===== config.mk =====
export PLATFORM = sky130hd
export DESIGN_NAME = line_setup_unit
export DESIGN_NICKNAME = d
export VERILOG_FILES = /design/src/rtl/line_pkg.sv /design/src/rtl/line_cmd_fifo.sv /design/src/rtl/line_setup_unit.sv
export SDC_FILE = /design/constraint.sdc
export NUM_CORES = 1
export LEC_CHECK = 0
export BUFFER_PORTS_ARGS = -buffer_cell sky130_fd_sc_hd__buf_2
export CORE_MARGIN = 2
export CORE_UTILIZATION = 40
export CTS_BUF_LIST = sky130_fd_sc_hd__clkbuf_16
export CTS_CLUSTER_DIAMETER = 80
export CTS_CLUSTER_SIZE = 25
export DETAILED_ROUTE_END_ITERATION = 8
export PLACE_DENSITY = 0.63
export SLEW_MARGIN = 20
export SYNTH_ARGS = -nofsm -noshare
export SYNTH_HDL_FRONTEND = slang
export SYNTH_SLANG_ARGS = --single-unit

===== constraint.sdc =====
create_clock -name clk -period 16.3 [get_ports clk]
set_clock_uncertainty 0.1 [all_clocks]
set_input_delay 0.815 -clock clk [delete_from_list [all_inputs] [get_ports clk]]
set_output_delay 0.815 -clock clk [all_outputs]
set_load 0.01 [all_outputs]

===== src/rtl/line_pkg.sv =====
// Shared types and constants for the line setup unit.
// Holds the VGA coordinate limits, the raw command record carried through the
// command FIFO, the normalised line record handed to the coordinate
// generator, the setup FSM state type and a range-check helper.
package line_pkg;

  localparam int              COORD_W = 10;
  localparam logic [9:0]      X_MAX   = 10'd639;
  localparam logic [8:0]      Y_MAX   = 9'd479;

  typedef struct packed {
    logic [9:0] x0;
    logic [8:0] y0;
    logic [9:0] x1;
    logic [8:0] y1;
  } line_cmd_t;

  typedef struct packed {
    logic [COORD_W-1:0] x0;
    logic [COORD_W-1:0] y0;
    logic [COORD_W-1:0] x1;
    logic [COORD_W-1:0] y1;
    logic               steep;
  } gen_line_t;

  typedef enum logic [1:0] {
    IDLE  = 2'd0,
    ISSUE = 2'd1,
    WAIT  = 2'd2
  } setup_state_t;

  // True when every endpoint lies on the visible 640x480 raster.
  function automatic logic cmd_in_range(input line_cmd_t c);
    return (c.x0 <= X_MAX) && (c.x1 <= X_MAX) &&
           (c.y0 <= Y_MAX) && (c.y1 <= Y_MAX);
  endfunction

endpackage


===== src/rtl/line_cmd_fifo.sv =====
// Synchronous FIFO of raw line commands.
// Ports:
//   clk, reset_n       clock, asynchronous active-low reset
//   i_push, i_data     write request and command (ignored when full)
//   i_pop              read request (ignored when empty)
//   i_flush            empties the FIFO; overrides push and pop on that edge
//   o_data             command at the head (valid when !o_empty)
//   o_full, o_empty    occupancy flags
module line_cmd_fifo
  import line_pkg::*;
#(
  parameter int DEPTH = 4
) (
  input  logic      clk,
  input  logic      reset_n,
  input  logic      i_push,
  input  line_cmd_t i_data,
  input  logic      i_pop,
  input  logic      i_flush,
  output line_cmd_t o_data,
  output logic      o_full,
  output logic      o_empty
);

  localparam int AW = $clog2(DEPTH);
  localparam logic [AW:0] FULL_CNT = (AW + 1)'(DEPTH);

  line_cmd_t       r_mem [DEPTH];
  logic [AW-1:0]   r_wr;
  logic [AW-1:0]   r_rd;
  logic [AW:0]     r_count;
  logic            w_push;
  logic            w_pop;

  assign o_full  = (r_count == FULL_CNT);
  assign o_empty = (r_count == '0);
  assign w_push  = i_push && !o_full && !i_flush;
  assign w_pop   = i_pop && !o_empty && !i_flush;
  assign o_data  = r_mem[r_rd];

  // Storage carries no reset; only the pointers define what is valid.
  always_ff @(posedge clk) begin
    if (w_push) r_mem[r_wr] <= i_data;
  end

  always_ff @(posedge clk or negedge reset_n) begin
    if (!reset_n) begin
      r_wr    <= '0;
      r_rd    <= '0;
      r_count <= '0;
    end else if (i_flush) begin
      r_wr    <= '0;
      r_rd    <= '0;
      r_count <= '0;
    end else begin
      if (w_push) r_wr <= r_wr + 1'b1;
      if (w_pop)  r_rd <= r_rd + 1'b1;
      case ({w_push, w_pop})
        2'b10:   r_count <= r_count + 1'b1;
        2'b01:   r_count <= r_count - 1'b1;
        default: r_count <= r_count;
      endcase
    end
  end

endmodule


===== src/rtl/line_setup_unit.sv =====
// Line setup unit: queues raw line commands, normalises each to the
// coordinate generator's contract (x0 <= x1, steep lines pre-swapped) and
// hands them over one at a time with a start/done handshake.
// Ports:
//   clk, reset_n                  clock, asynchronous active-low reset
//   cmd_valid/cmd_ready           command handshake (ready = FIFO not full)
//   cmd_x0/y0/x1/y1               raw endpoints
//   flush                         drop every queued, un-issued command
//   gen_start/gen_done            generator handshake pulses
//   gen_x0/y0/x1/y1, gen_is_steep normalised line, stable while in flight
//   busy                          work in progress or queued
//   cmd_error                     sticky: an out-of-range command was dropped
//   lines_drawn                   saturating count of completed lines
module line_setup_unit
  import line_pkg::*;
#(
  parameter int DEPTH = 4,
  parameter int CNT_W = 16
) (
  input  logic             clk,
  input  logic             reset_n,
  input  logic             cmd_valid,
  output logic             cmd_ready,
  input  logic [9:0]       cmd_x0,
  input  logic [8:0]       cmd_y0,
  input  logic [9:0]       cmd_x1,
  input  logic [8:0]       cmd_y1,
  input  logic             flush,
  output logic             gen_start,
  input  logic             gen_done,
  output logic [9:0]       gen_x0,
  output logic [9:0]       gen_y0,
  output logic [9:0]       gen_x1,
  output logic [9:0]       gen_y1,
  output logic             gen_is_steep,
  output logic             busy,
  output logic             cmd_error,
  output logic [CNT_W-1:0] lines_drawn
);

  line_cmd_t    w_cmd_in;
  line_cmd_t    w_head;
  logic         w_full;
  logic         w_empty;
  logic         w_pop;
  logic         w_head_ok;
  logic         w_done_inc;
  logic         w_start;
  gen_line_t    w_norm;
  setup_state_t r_state;
  setup_state_t w_state_nxt;
  gen_line_t    r_gen;
  logic         r_err;
  logic [CNT_W-1:0] r_lines;

  // Orient the line so the generator always walks the major axis upwards.
  function automatic gen_line_t normalise(input line_cmd_t c);
    logic [9:0] y0e, y1e, dx, dy, a0, b0, a1, b1;
    logic       steep;
    gen_line_t  r;
    y0e   = {1'b0, c.y0};
    y1e   = {1'b0, c.y1};
    dx    = (c.x1 >= c.x0) ? (c.x1 - c.x0) : (c.x0 - c.x1);
    dy    = (y1e >= y0e) ? (y1e - y0e) : (y0e - y1e);
    steep = (dy > dx);
    if (steep) begin
      a0 = y0e;  b0 = c.x0;  a1 = y1e;  b1 = c.x1;
    end else begin
      a0 = c.x0; b0 = y0e;   a1 = c.x1; b1 = y1e;
    end
    if (a0 > a1) r = '{x0: a1, y0: b1, x1: a0, y1: b0, steep: steep};
    else         r = '{x0: a0, y0: b0, x1: a1, y1: b1, steep: steep};
    return r;
  endfunction

  function automatic logic [CNT_W-1:0] sat_inc(input logic [CNT_W-1:0] v);
    return (&v) ? v : v + 1'b1;
  endfunction

  assign w_cmd_in = '{x0: cmd_x0, y0: cmd_y0, x1: cmd_x1, y1: cmd_y1};

  line_cmd_fifo #(.DEPTH(DEPTH)) u_fifo (
    .clk     (clk),
    .reset_n (reset_n),
    .i_push  (cmd_valid),
    .i_data  (w_cmd_in),
    .i_pop   (w_pop),
    .i_flush (flush),
    .o_data  (w_head),
    .o_full  (w_full),
    .o_empty (w_empty)
  );

  assign w_head_ok = cmd_in_range(w_head);
  assign w_norm    = normalise(w_head);

  // An invalid head is popped but sends the FSM back to IDLE, so the next
  // entry is considered on the following cycle.
  always_comb begin
    w_state_nxt = r_state;
    w_pop       = 1'b0;
    w_done_inc  = 1'b0;
    w_start     = 1'b0;
    case (r_state)
      IDLE: begin
        if (!w_empty && !flush) begin
          w_pop       = 1'b1;
          w_state_nxt = w_head_ok ? ISSUE : IDLE;
        end
      end
      ISSUE: begin
        w_start     = 1'b1;
        w_state_nxt = WAIT;
      end
      WAIT: begin
        if (gen_done) begin
          w_done_inc = 1'b1;
          if (!w_empty && !flush) begin
            w_pop       = 1'b1;
            w_state_nxt = w_head_ok ? ISSUE : IDLE;
          end else begin
            w_state_nxt = IDLE;
          end
        end
      end
      default: w_state_nxt = IDLE;
    endcase
  end

  always_ff @(posedge clk or negedge reset_n) begin
    if (!reset_n) begin
      r_state <= IDLE;
      r_gen   <= '0;
      r_err   <= 1'b0;
      r_lines <= '0;
    end else begin
      r_state <= w_state_nxt;
      if (w_pop && w_head_ok)  r_gen   <= w_norm;
      if (w_pop && !w_head_ok) r_err   <= 1'b1;
      if (w_done_inc)          r_lines <= sat_inc(r_lines);
    end
  end

  assign cmd_ready    = !w_full;
  assign gen_start    = w_start;
  assign gen_x0       = r_gen.x0;
  assign gen_y0       = r_gen.y0;
  assign gen_x1       = r_gen.x1;
  assign gen_y1       = r_gen.y1;
  assign gen_is_steep = r_gen.steep;
  assign busy         = (r_state != IDLE) || !w_empty;
  assign cmd_error    = r_err;
  assign lines_drawn  = r_lines;

endmodule


# --- Word-level counts from Yosys, hierarchy flattened ---
# Memory sizes are Yosys's and may differ from the RTL's.
# Cells that the tools add are included.
totals:
  ff_bits: 67
  ramBits: 152
  output_inout_bits: 61
  word_cells: 87
  memories: 1
op_classes:
  n_addsub: 9
  n_lt_le_gt_ge: 8
  eq_ne: 7
  n_mux: 26
  bitwise_logic: 1
  n_reduce_logical: 24
mem_list:
  columns: ["name", "depth", "width", "rd", "rd_ports_with_merged_regs", "wr", "line_no", "source"]
  rows:
  - ["u_fifo.r_mem", 4, 38, 1, 0, 1, "line_cmd_fifo.sv:28", "line_cmd_t r_mem [DEPTH];"]
ops:
  columns: ["operator", "n"]
  rows:
  - ["$mux 10", 6]
  - ["$mux 41", 1]
  - ["$gt 10x10->1", 2]
  - ["$le 10x10->1 const B", 2]
  - ["$sub 10x10->10", 2]
  - ["$sub 9x9->10", 2]
  - ["$le 9x9->1 const B", 2]
  - ["$add 16x1->16 const B", 1]
  - ["$reduce_and 16->1", 1]
  - ["$mux 2", 6]
  - ["$ge 10x10->1", 1]
  - ["$logic_and 1x1->1", 10]
  - ["$ge 9x9->1", 1]
  - ["$mux 1", 9]
  - ["$pmux 2 s3", 1]
  - ["$pmux 3 s2", 1]
  - ["$reduce_bool 2->1", 3]
  - ["$add 2x1->2 const B", 2]
  - ["$eq 2x1->1 const B", 2]
  - ["$eq 2x2->1 const B", 2]
  - ["$logic_not 1->1", 4]
  - ["$ne 2x2->1 const B", 2]
  - ["$reduce_and 2->1", 2]
  - ["$add 3x1->3 const B", 1]
  - ["9 further kinds", 9]

# --- Depth between registers and ports, before layout ---
# Gate-level depths: netlist of run 1.
logic_depth:
  ltp_word: 11
  mapped_depth: 35
  mapped_depth_nobuf: 27

# --- Hierarchy ---
# From an unflattened synthesis of run 1, not the netlist that was laid out.
hier_totals:
  hier_cells: 836
  area_unflattened_um2: 11096.9
by_module_without_submodules:
  columns: ["module", "instances", "cells_per_inst", "area_each_um2", "seq_area_each_um2"]
  rows:
  - ["line_cmd_fifo", 1, 263, 6023.3, 4739.5]
  - ["line_setup_unit", 1, 573, 5073.6, 1501.4]

# --- Worst setup path after synthesis of run 1 ---
# OpenSTA, ideal clock, no wires.
synth_timing:
  path_type: "reg-to-reg"
  startpoint: "register u_fifo.r_rd[0]"
  endpoint: "register r_gen (netlist bit gen_x0[0])"
  t_arrival_ns: 7.099
  required_ns: 16.079
  setup_slack_ns: 8.980
  stages_incl_launch_ff: 34
  period_less_slack_ns: 7.320
  path_cell_list: "dfrtp_1 buf_6 buf_6 buf_6 buf_2 mux4_2 inv_2 ha_1 inv_1 fa_1 a21o_1 a21oi_1 a21oi_1 o22ai_2 mux2i_1 a31oi_1 xnor2_1 ha_1 nand4_1 a211oi_1 a2111o_1 clkbuf_1 clkbuf_1 a21oi_1 a21oi_1 inv_1 ha_1 a21o_1 a211o_1 o31ai_1 clkbuf_1 buf_1 a21oi_1 a22o_1"
synth_between:
  elab_chain_cells: 7
  word_cells_on_any_way: 22
  cone_classes: "4 x add/sub; 8 x order compare; 5 x mux; 4 x reduce/logical; 1 x memory"
synth_rtl:
  columns: ["element", "line_no", "source"]
  rows:
  - ["start: declaration", "line_cmd_fifo.sv:30", "logic [AW-1:0] r_rd;"]
  - ["start signal: assignment", "line_cmd_fifo.sv:57", "if (w_pop) r_rd <= r_rd + 1'b1;"]
  - ["$mem_v2 4x38 (*)", null, null]
  - ["$sub 10x10->10, or another cell as far along", "line_setup_unit.sv:63", "dx = (c.x1 >= c.x0) ? (c.x1 - c.x0) : (c.x0 - c.x1);"]
  - ["$mux 10, on equally long branches", "line_setup_unit.sv:63, line_setup_unit.sv:64", null]
  - ["$gt 10x10->1", "line_setup_unit.sv:65", "steep = (dy > dx);"]
  - ["$mux 10", "line_setup_unit.sv:66", "if (steep) begin"]
  - ["$gt 10x10->1", "line_setup_unit.sv:71", "if (a0 > a1) r = '{x0: a1, y0: b1, x1: a0, y1: b0, steep: steep};"]
  - ["$mux 41", "line_setup_unit.sv:71", null]
  - ["end signal: assignment", "line_setup_unit.sv:138", "if (w_pop && w_head_ok) r_gen <= w_norm;"]
  - ["end: declaration", "line_setup_unit.sv:52", "gen_line_t r_gen;"]
# Every way passes the cells marked *; elsewhere a longest branch is shown, timed or not.
# A chain may end at the register's enable or synchronous reset.

# --- Final worst setup path of run 1 ---
layout_timing:
  startpoint: "register u_fifo.r_rd[0]"
  endpoint: "register r_gen (netlist bit gen_y1[9])"
# The elaborated chain is that of the path after synthesis.

==> metrics, run 1 <==
run status complete, no violations; async set-or-reset flop fraction in the synthesized netlist 0.306; endpoint required time on the critical path 16640 ps; origin of the worst min-delay path cmd_error; transition time at the pin with the least slew margin 1110 ps; Die Ht 171 um; critical-path maximum fanout 42; count of antenna-violating nets left after detailed routing 0; flip-flop and latch area 6240 um2; mean post-synth cell area 12.7 um2; number of warnings issued by yosys 0; die area 29200 um2; Detail Route met3 WL 1.17 mm; number of CTS-inserted buffers 14; wire length reported by the detailed router 25.6 mm; number of flops mapped to enable cells by yosys 152; leading cell type in the layout, fill and taps excluded sky130_fd_sc_hd__edfxtp_1; arrival time at the worst endpoint 9520 ps; Floorplan Core Area 27600 um2; overall routing resource usage 0.175; buffer type at the clock tree root sky130_fd_sc_hd__clkbuf_16; io pins 104; ratio of routed vias to standard cells 5.38; wire length the detailed router placed on met1 11.8 mm; Most used DFF post-synth sky130_fd_sc_hd__edfxtp_1; endpoint type of the worst setup path register; worst min path class register to register; latest clock arrival within the worst-skew pair 510 ps; dominant combinational cell family by area after synthesis compound AO/OA/AOI/OAI gates; maximum clock rate 109 MHz; number of maximum-capacitance constraint violations 0; drt first pass iters 7; DIE WIDTH 171 um; xor and xnor fraction of the mapped netlist area 0.0259; buffers inserted during post-CTS setup optimization 0; source of the worst register-to-register timing path u_fifo.r_rd[0]; number of buffers inserted by port buffering 103; net count after synthesis 988; summed negative setup slack over all endpoints 0 ps; startpoint-to-endpoint class of the critical path register to register; count of unique library cells instantiated by Yosys 58; clock slew at reported path FFs 100 ps; initial detailed-routing violation count 605; adder-cell share of the synthesized area 0.0786; relative slew slack 0.258; number of gates resized after CTS 0; post-synthesis simple-gate area fraction 0.0652; share of the cycle needed by the critical path after routing 0.563; number of nets in the final layout 1072; pin count of the biggest net entering global routing 82; fraction of layout instances using a drive strength above 1 0.213; # DRC 0; weighted congestion reported at the end of routability-driven placement 0.901; initial antenna violation count 1; critical path's largest stage delay 900 ps; clock tree from TritonCTS done; post-layout minimum cycle time 9180 ps; commonest cells after routing, fill and taps aside 152 x sky130_fd_sc_hd__edfxtp_1, 134 x sky130_fd_sc_hd__a21oi_1, 103 x sky130_fd_sc_hd__buf_2; category of the worst setup path launch point register; cell mode on critical path sky130_fd_sc_hd__a21oi_1; total congestion overflow 0; register area share after synthesis 0.560; top sig layer met5; number of global-route vias before repair 7025; Starting Density 0.403; vias after detailed routing 7234; share of the synthesized area in compound gates (AO/OA/AOI/OAI) 0.136; standard-cell row count 61; crit-path leading delay family compound AO/OA/AOI/OAI gates; setup repair after global routing missed its margin false; Fillers 2595; sink count of the clock tree 219; HPWL after detailed placement 18.4 mm; Mapped Cells 878; flops & latches, synth 219; count of inserted antenna diode cells 0; slowest cell on the critical path sky130_fd_sc_hd__a2111o_1; crit path launch u_fifo.r_rd[0]; portion of netlist area occupied by mux cells 0.0877; synthesis-to-layout area growth 11.1%; CP bufs+invs 5; post-synthesis cell area 11100 um2; first-pass GRT wire length 39.7 mm; H-tree lvl count 1; CTS max path bufs 3; number of failing hold endpoints at the final stage 0; hold buffer count at cts 0; Final setup viols 0; max-slew violation total from the final report 0; Met2 Wirelength 11.8 mm; average wire per standard cell 19.0 um; area of the multi-input gates 4400 um2
final cells by class:
class	count	share of cell area
clock buffer	14	0.0283
clock inverter	6	0.00636
inverter	67	0.0203
multi-input combinational	547	0.355
sequential	219	0.504
tap	378	0.0382
timing repair buffer	113	0.0477
cells by family after synthesis:
kind of cell / Yosys count
AO/OA/AOI/OAI: 243
flip-flops: 219
AND/OR/NAND/NOR: 153
buffers and inverters: 112
adder cells (fa/ha/maj): 67
multiplexers: 51
XOR/XNOR: 33
cell usage after synthesis, types with 16 or more instances:
| cell type | count | area share |
|---|---|---|
| sky130_fd_sc_hd__a21oi_1 | 134 | 0.060 |
| sky130_fd_sc_hd__a22o_1 | 40 | 0.031 |
| sky130_fd_sc_hd__clkbuf_1 | 26 | 0.0088 |
| sky130_fd_sc_hd__dfrtp_1 | 67 | 0.15 |
| sky130_fd_sc_hd__edfxtp_1 | 152 | 0.41 |
| sky130_fd_sc_hd__ha_1 | 62 | 0.070 |
| sky130_fd_sc_hd__inv_1 | 46 | 0.015 |
| sky130_fd_sc_hd__inv_2 | 19 | 0.0064 |
| sky130_fd_sc_hd__mux4_2 | 37 | 0.075 |
| sky130_fd_sc_hd__nand2_1 | 67 | 0.023 |
| sky130_fd_sc_hd__nand4_1 | 16 | 0.0090 |
| sky130_fd_sc_hd__nor2_1 | 24 | 0.0081 |
| sky130_fd_sc_hd__xnor2_1 | 22 | 0.017 |
layer usage:
metal  vias to the layer above  GRT usage
li1                       3435          -
met1                      3562      0.250
met2                       190      0.279
met3                        45     0.0234
met4                         2     0.0542
met5                         -          0
registers in the layout (all words and copies together), names as in the netlist:
name,cells
lines_drawn,16
cmd_error,1
gen_x1,10
gen_y0,10
u_fifo.r_mem,152
gen_y1,10
u_fifo.r_rd,2
u_fifo.r_wr,2
gen_x0,10
gen_is_steep,1
u_fifo.r_count,3
r_state,2
worst paths after layout:
kind                            cells past startpoint              end  slack, ps
worst max-delay path                               29        gen_y1[9]       7120
worst min-delay path                                1        cmd_error        370
worst max register to register                     29        gen_y1[9]       7120
worst min register to register                      1        cmd_error        370
max in group asynchronous                           2   u_fifo.r_rd[0]      15110
min in group asynchronous                           2  lines_drawn[10]        400
metrics by stage:
step	setup slack, ps	instance area, um2	cells	hold slack (ps)	utilization
after floorplan	8980	11100	878	393	-
after global placement	7380	12000	1324	344	0.433
after detailed placement	7250	12000	1324	344	0.433
after CTS	7190	12400	1344	366	0.448
after global routing	6410	12400	1344	384	0.448
final	7120	12400	1344	369	0.448
worst reg2reg max path, delay by kind of cell, from the launching register on:
kind                     cells  cell delay (ps)
AO/OA/AOI/OAI               13             3940
XOR/XNOR                     1              160
adder cells (fa/ha/maj)      4             1170
buffers and inverters        5             1470
flip-flops                   1              350
multiplexers                 2             1050
AND/OR/NAND/NOR              4              880
Power of run 1 is not shown: default switching activity piles up to over one toggle a cycle in this logic, so the estimate is an artifact.
==> run 2, diff against run 1 <==
Settings changed: ABC_AREA set to 1, PLACE_DENSITY 0.63 to 0.65.
Clock period 16.3 ns to 7.9 ns, I/O delays scaled along.
==> run 2 against run 1 <==
  * The flow now finishes with violations (negative hold slack)
  * First-iteration DRC count grew 80%
  * Routed wire length grew 24%
  * Worst setup slack lost 6400 ps
  * Via count grew 35%
  * Count of clock-buffer cells in the layout is the same
  * Non-clock buffer count grew 36
  * Critical endpoint is now gen_y1[2]
==> metrics, run 2 <==
category of the worst setup path launch point register; clock slew at reported path FFs 90 ps; initial antenna violation count 0; async set-or-reset flop fraction in the synthesized netlist 0.306; number of failing hold endpoints at the final stage 57; maximum clock rate 140 MHz; ratio of routed vias to standard cells 5.15; Fillers 2791; CTS max path bufs 3; leading post-synthesis cells by cell area sky130_fd_sc_hd__edfxtp_1 37%, sky130_fd_sc_hd__dfrtp_1 14%, sky130_fd_sc_hd__nand2_1 12%; leading cell type in the layout, fill and taps excluded sky130_fd_sc_hd__nand2_1; run status complete, but fails checks; startpoint-to-endpoint class of the critical path register to register; HPWL after detailed placement 22.4 mm; number of buffers inserted by port buffering 103; share of the cycle needed by the critical path after routing 0.903; endpoint type of the worst setup path register; transition time at the pin with the least slew margin 838 ps; Starting Density 0.408; post-synthesis cell area 12200 um2; slowest cell on the critical path sky130_fd_sc_hd__o21ai_0; number of CTS-inserted buffers 14; number of flops mapped to enable cells by yosys 152; adder-cell share of the synthesized area 0.0718; first-pass GRT wire length 49.4 mm; io pins 104; fraction of layout instances using a drive strength above 1 0.109; Die Ht 179 um; arrival time at the worst endpoint 7420 ps; post-layout minimum cycle time 7140 ps; buffer type at the clock tree root sky130_fd_sc_hd__clkbuf_16; average wire per standard cell 16.7 um; Mapped Cells 1397; number of flip-flops under the largest register name 152; die area 31900 um2; clock tree from TritonCTS done; xor and xnor fraction of the mapped netlist area 0.0309; dominant combinational cell family by area after synthesis simple AND/OR/NAND/NOR gates; net count after synthesis 1507; number of nets in the final layout 1610; pin count of the biggest net entering global routing 69; Floorplan Core Area 29900 um2; dominant cell type by area after synthesis sky130_fd_sc_hd__edfxtp_1; share of the synthesized area in compound gates (AO/OA/AOI/OAI) 0.0661; count of inserted antenna diode cells 0; register area share after synthesis 0.512; violated checks negative hold slack; post-synthesis simple-gate area fraction 0.250; count of antenna-violating nets left after detailed routing 0; count of unique library cells instantiated by Yosys 39; overall routing resource usage 0.200; drt first pass iters 5; mean post-synth cell area 8.73 um2; initial detailed-routing violation count 1089; leading cell type by number of instances after synthesis sky130_fd_sc_hd__nand2_1; number of global-route vias before repair 9081; latest clock arrival within the worst-skew pair 520 ps; H-tree lvl count 1; flops & latches, synth 219; endpoint required time on the critical path 8190 ps; Final setup viols 0; # DRC 0; critical-path maximum fanout 68; buffers inserted during post-CTS setup optimization 0; Most used DFF post-synth sky130_fd_sc_hd__edfxtp_1; DIE WIDTH 179 um; setup repair after global routing missed its margin false; worst min path class primary input to asynchronous set/reset pin; portion of netlist area occupied by mux cells 0; worst hold-check slack -18.1 ps; total congestion overflow 0; number of maximum-capacitance constraint violations 0; critical path's largest stage delay 590 ps; vias after detailed routing 9769; commonest cells after routing, fill and taps aside 387 x sky130_fd_sc_hd__nand2_1, 199 x sky130_fd_sc_hd__nand3_1, 152 x sky130_fd_sc_hd__edfxtp_1; commonest cells in the synthesized netlist 388 x sky130_fd_sc_hd__nand2_1, 199 x sky130_fd_sc_hd__nand3_1, 152 x sky130_fd_sc_hd__edfxtp_1, 132 x sky130_fd_sc_hd__inv_1, 102 x sky130_fd_sc_hd__nor2_1; sink count of the clock tree 219; relative slew slack 0.441; wire length reported by the detailed router 31.7 mm; synthesis-to-layout area growth 12.8%; largest register by flop count u_fifo.r_mem; number of warnings issued by yosys 0; standard-cell row count 63; weighted congestion reported at the end of routability-driven placement 0.967; max-slew violation total from the final report 0; Yosys top cell area share 0.374; summed negative setup slack over all endpoints 0 ps
-- run 2: cell count changes after synthesis, moves of 18 or more --
cell | previous run | this run
sky130_fd_sc_hd__nand2_1 | 67 | 388
sky130_fd_sc_hd__nand3_1 | 7 | 199
sky130_fd_sc_hd__buf_2 | 3 | 21
sky130_fd_sc_hd__nor2_1 | 24 | 102
sky130_fd_sc_hd__o21ai_0 | 13 | 69
sky130_fd_sc_hd__a22o_1 | 40 | 0
sky130_fd_sc_hd__a21oi_1 | 134 | 60
sky130_fd_sc_hd__xor2_1 | 11 | 29
sky130_fd_sc_hd__inv_2 | 19 | 1
sky130_fd_sc_hd__inv_1 | 46 | 132
sky130_fd_sc_hd__mux4_2 | 37 | 0
-- run 2: worst paths after layout --
kind / depth (start not counted) / slack [ps] / startpoint / endpoint
worst max-delay path: 30 / 760 / u_fifo.r_rd[0] / gen_y1[2]
worst min register to register: 2 / 380 / gen_y0[7] / gen_y0[7]
min in group clk: 1 / 10 / cmd_x0[6] / u_fifo.r_mem[2][34]
worst min-delay path: 2 / -20 / reset_n / lines_drawn[9]
max in group asynchronous: 2 / 7170 / reset_n / gen_y0[7]
worst max register to register: 30 / 760 / u_fifo.r_rd[0] / gen_y1[2]
-- run 2: timing repair --
| item | in CTS | in global routing |
|---|---|---|
| resized for setup | 0 | 1 |
| endpoints found under the hold margin | 83 | 4 |
| setup endpoints to repair | 0 | 35 |
| hold buffers | 22 | 1 |
-- run 2: cell families after synthesis --
family                     count (synthesis)
AOI/OAI and AO/OA                        149
xor gates and xnor gates                  43
adders and majority gates                 67
buffers and inverters                    197
DFF                                      219
and+or+nand+nor                          722
-- run 2: routing by layer --
metal	track usage	vias to the layer above	routed length [um]
li1	-	4825	-
met1	0.278	4556	14200
met2	0.335	344	14900
met3	0.0239	44	1860
met4	0.0508	0	792
met5	0	-	0
-- run 2: cell type report --
type | instances | area, um2 | area share
Sequential cell | 219 | 6240 | 0.453
Timing Repair Buffer | 149 | 918 | 0.0667
Clock buffer | 14 | 350 | 0.0254
Multi-Input combinational cell | 981 | 5150 | 0.374
Clock inverter | 10 | 108 | 0.00782
Tap cell | 390 | 488 | 0.0354
Inverter | 135 | 509 | 0.0370
-- run 2: metrics by stage --
stage          cells  area [um2]  hold WS (ps)  worst slack (ps)  utilization
2_1_floorplan   1397       12200        -0.591              2440            -
3_3_place_gp    1851       13100           363               797        0.438
3_5_place_dp    1851       13100           362               717        0.438
4_1_cts         1897       13800         0.393               671        0.460
5_1_grt         1898       13800          3.44               220        0.461
6_report        1898       13800         -18.1               765        0.461
-- run 2: critical path: cells and delay by family (launching register included) --
kind / cells / cell delay (ps)
AO/OA/AOI/OAI: 6 / 1500
AND/OR/NAND/NOR: 18 / 2720
adder cells (fa/ha/maj): 3 / 1000
buffers and inverters: 3 / 1200
flip-flops: 1 / 410
Power of run 2 is left out for the same reason.
==> run 3, diff against run 2 <==
Settings changed: CELL_PAD_IN_SITES_DETAIL_PLACEMENT set to 1, CELL_PAD_IN_SITES_GLOBAL_PLACEMENT set to 2, CORE_UTILIZATION 40 to 34, CTS_CLUSTER_SIZE 25 to 28, GPL_TIMING_DRIVEN set to 0, PLACE_DENSITY 0.65 to 0.83.
==> run 3 against run 2 <==
  * The flow now finishes without violations
  * Final cell count is 5.2% higher
  * Worst hold slack better by 34 ps
  * Routed wire length grew 22%
  * Count of clock-buffer cells in the layout down 1
  * Global-route usage rose by 0.38 points
  * Via count up 3.1%
  * Critical endpoint is now gen_x1[6]
==> metrics, run 3 (same netlist as run 2, synthesis figures left out) <==
run status complete, no violations; relative slew slack 0.508; HPWL after detailed placement 30.0 mm; Floorplan Core Area 35500 um2; Die Ht 193 um; Final setup viols 0; source of the worst register-to-register timing path u_fifo.r_rd[0]; clock slew at reported path FFs 110 ps; Hold EP u_fifo.r_mem[3][36]; setup repair after global routing missed its margin false; ratio of routed vias to standard cells 5.05; worst hold-check slack 15.7 ps; hold path cells 1; weighted congestion reported at the end of routability-driven placement 0.891; average wire per standard cell 19.4 um; endpoint type of the worst setup path register; latest clock arrival within the worst-skew pair 490 ps; origin of the worst min-delay path cmd_x0[8]; count of inserted antenna diode cells 0; standard-cell row count 69; reg-to-reg critical path endpoint gen_x1[6]; end-of-flow core utilization 0.395; H-tree lvl count 1; slowest cell on the critical path sky130_fd_sc_hd__o21ai_0; worst r2r path cells 36; startpoint-to-endpoint class of the critical path register to register; summed negative setup slack over all endpoints 0 ps; maximum clock rate 137 MHz; count of antenna-violating nets left after detailed routing 0; DIE WIDTH 193 um; Starting Density 0.344; commonest cells after routing, fill and taps aside 388 x sky130_fd_sc_hd__nand2_1, 199 x sky130_fd_sc_hd__nand3_1, 152 x sky130_fd_sc_hd__edfxtp_1; sink count of the clock tree 219; CTS max path bufs 3; wire length reported by the detailed router 38.7 mm; clock tree from TritonCTS done; arrival time at the worst endpoint 7570 ps; endpoint required time on the critical path 8160 ps; # DRC 0; cell mode on critical path sky130_fd_sc_hd__nand2_1; buffer type at the clock tree root sky130_fd_sc_hd__clkbuf_16; number of maximum-capacitance constraint violations 0; number of nets in the final layout 1639; number of global-route vias before repair 10300; synthesis-to-layout area growth 15.0%; vias after detailed routing 10100; category of the worst setup path launch point register; number of CTS-inserted buffers 13; number of buffers inserted by port buffering 103; first-pass GRT wire length 60.0 mm; drt first pass iters 4; pin count of the biggest net entering global routing 58; reg-to-reg slack, setup 590 ps; largest register by flop count u_fifo.r_mem; die area 37400 um2; total congestion overflow 0; critical-path maximum fanout 10; worst min path class primary input to register; number of failing hold endpoints at the final stage 0; leading cell type in the layout, fill and taps excluded sky130_fd_sc_hd__nand2_1; transition time at the pin with the least slew margin 736 ps; number of flip-flops under the largest register name 152; overall routing resource usage 0.204; initial detailed-routing violation count 594; critical path's largest stage delay 400 ps; share of the cycle needed by the critical path after routing 0.925; initial antenna violation count 0; io pins 104; fraction of layout instances using a drive strength above 1 0.123; max-slew violation total from the final report 0; post-layout minimum cycle time 7310 ps
[run 3: through the flow]
step	area, um2	instances	setup WS, ps
after floorplan	12200	1397	2440
after global placement	13300	1961	603
after detailed placement	13500	1969	484
after CTS	14000	1994	454
after global routing	14000	1996	76.4
final	14000	1996	592
[run 3: how the worst max path moves through the flow]
stage	from	endpoint	slack, ps
6_report	u_fifo.r_rd[0]	gen_x1[6]	590
3_5_place_dp	u_fifo.r_rd[1]	gen_x0[6]	480
4_1_cts	u_fifo.r_rd[1]	gen_x0[6]	450
3_3_place_gp	u_fifo.r_rd[1]	gen_y0[7]	600
2_1_floorplan	u_fifo.r_rd[0]	gen_y0[0]	2440
5_1_grt	u_fifo.r_rd[1]	gen_x1[5]	80
[run 3: final cells by class]
class                   instances  area, um2
inverters                     135        509
fillers                      4185      21500
multi-input cells             981       5150
plain buffers                  62        352
clock inverters                 8       72.6
well taps                     461        577
repair buffers                117        798
flip-flops and latches        219       6240
clock buffers                  13        325
[run 3: metal layers]
metal	part of all wire	vias to the layer above	GRT usage
li1	-	4879	-
met1	0.44	4955	0.268
met2	0.50	200	0.362
met3	0.039	42	0.0220
met4	0.022	0	0.0469
met5	0	-	0
[run 3: what timing repair did]
item	in CTS	in global routing
setup buffers	0	0
endpoints found under the hold margin	78	8
hold buffers	4	2
setup endpoints to repair	0	40
resized for setup	0	19
[run 3: worst max-delay path, delay by kind of cell, from the launching register on]
kind	cells	cell delay (ps)
AOI/OAI and AO/OA	5	1040
xor gates and xnor gates	1	160
adders and majority gates	3	970
buffers and inverters	8	1770
DFF	1	390
and+or+nand+nor	19	2690
Power of run 3 is left out for the same reason.
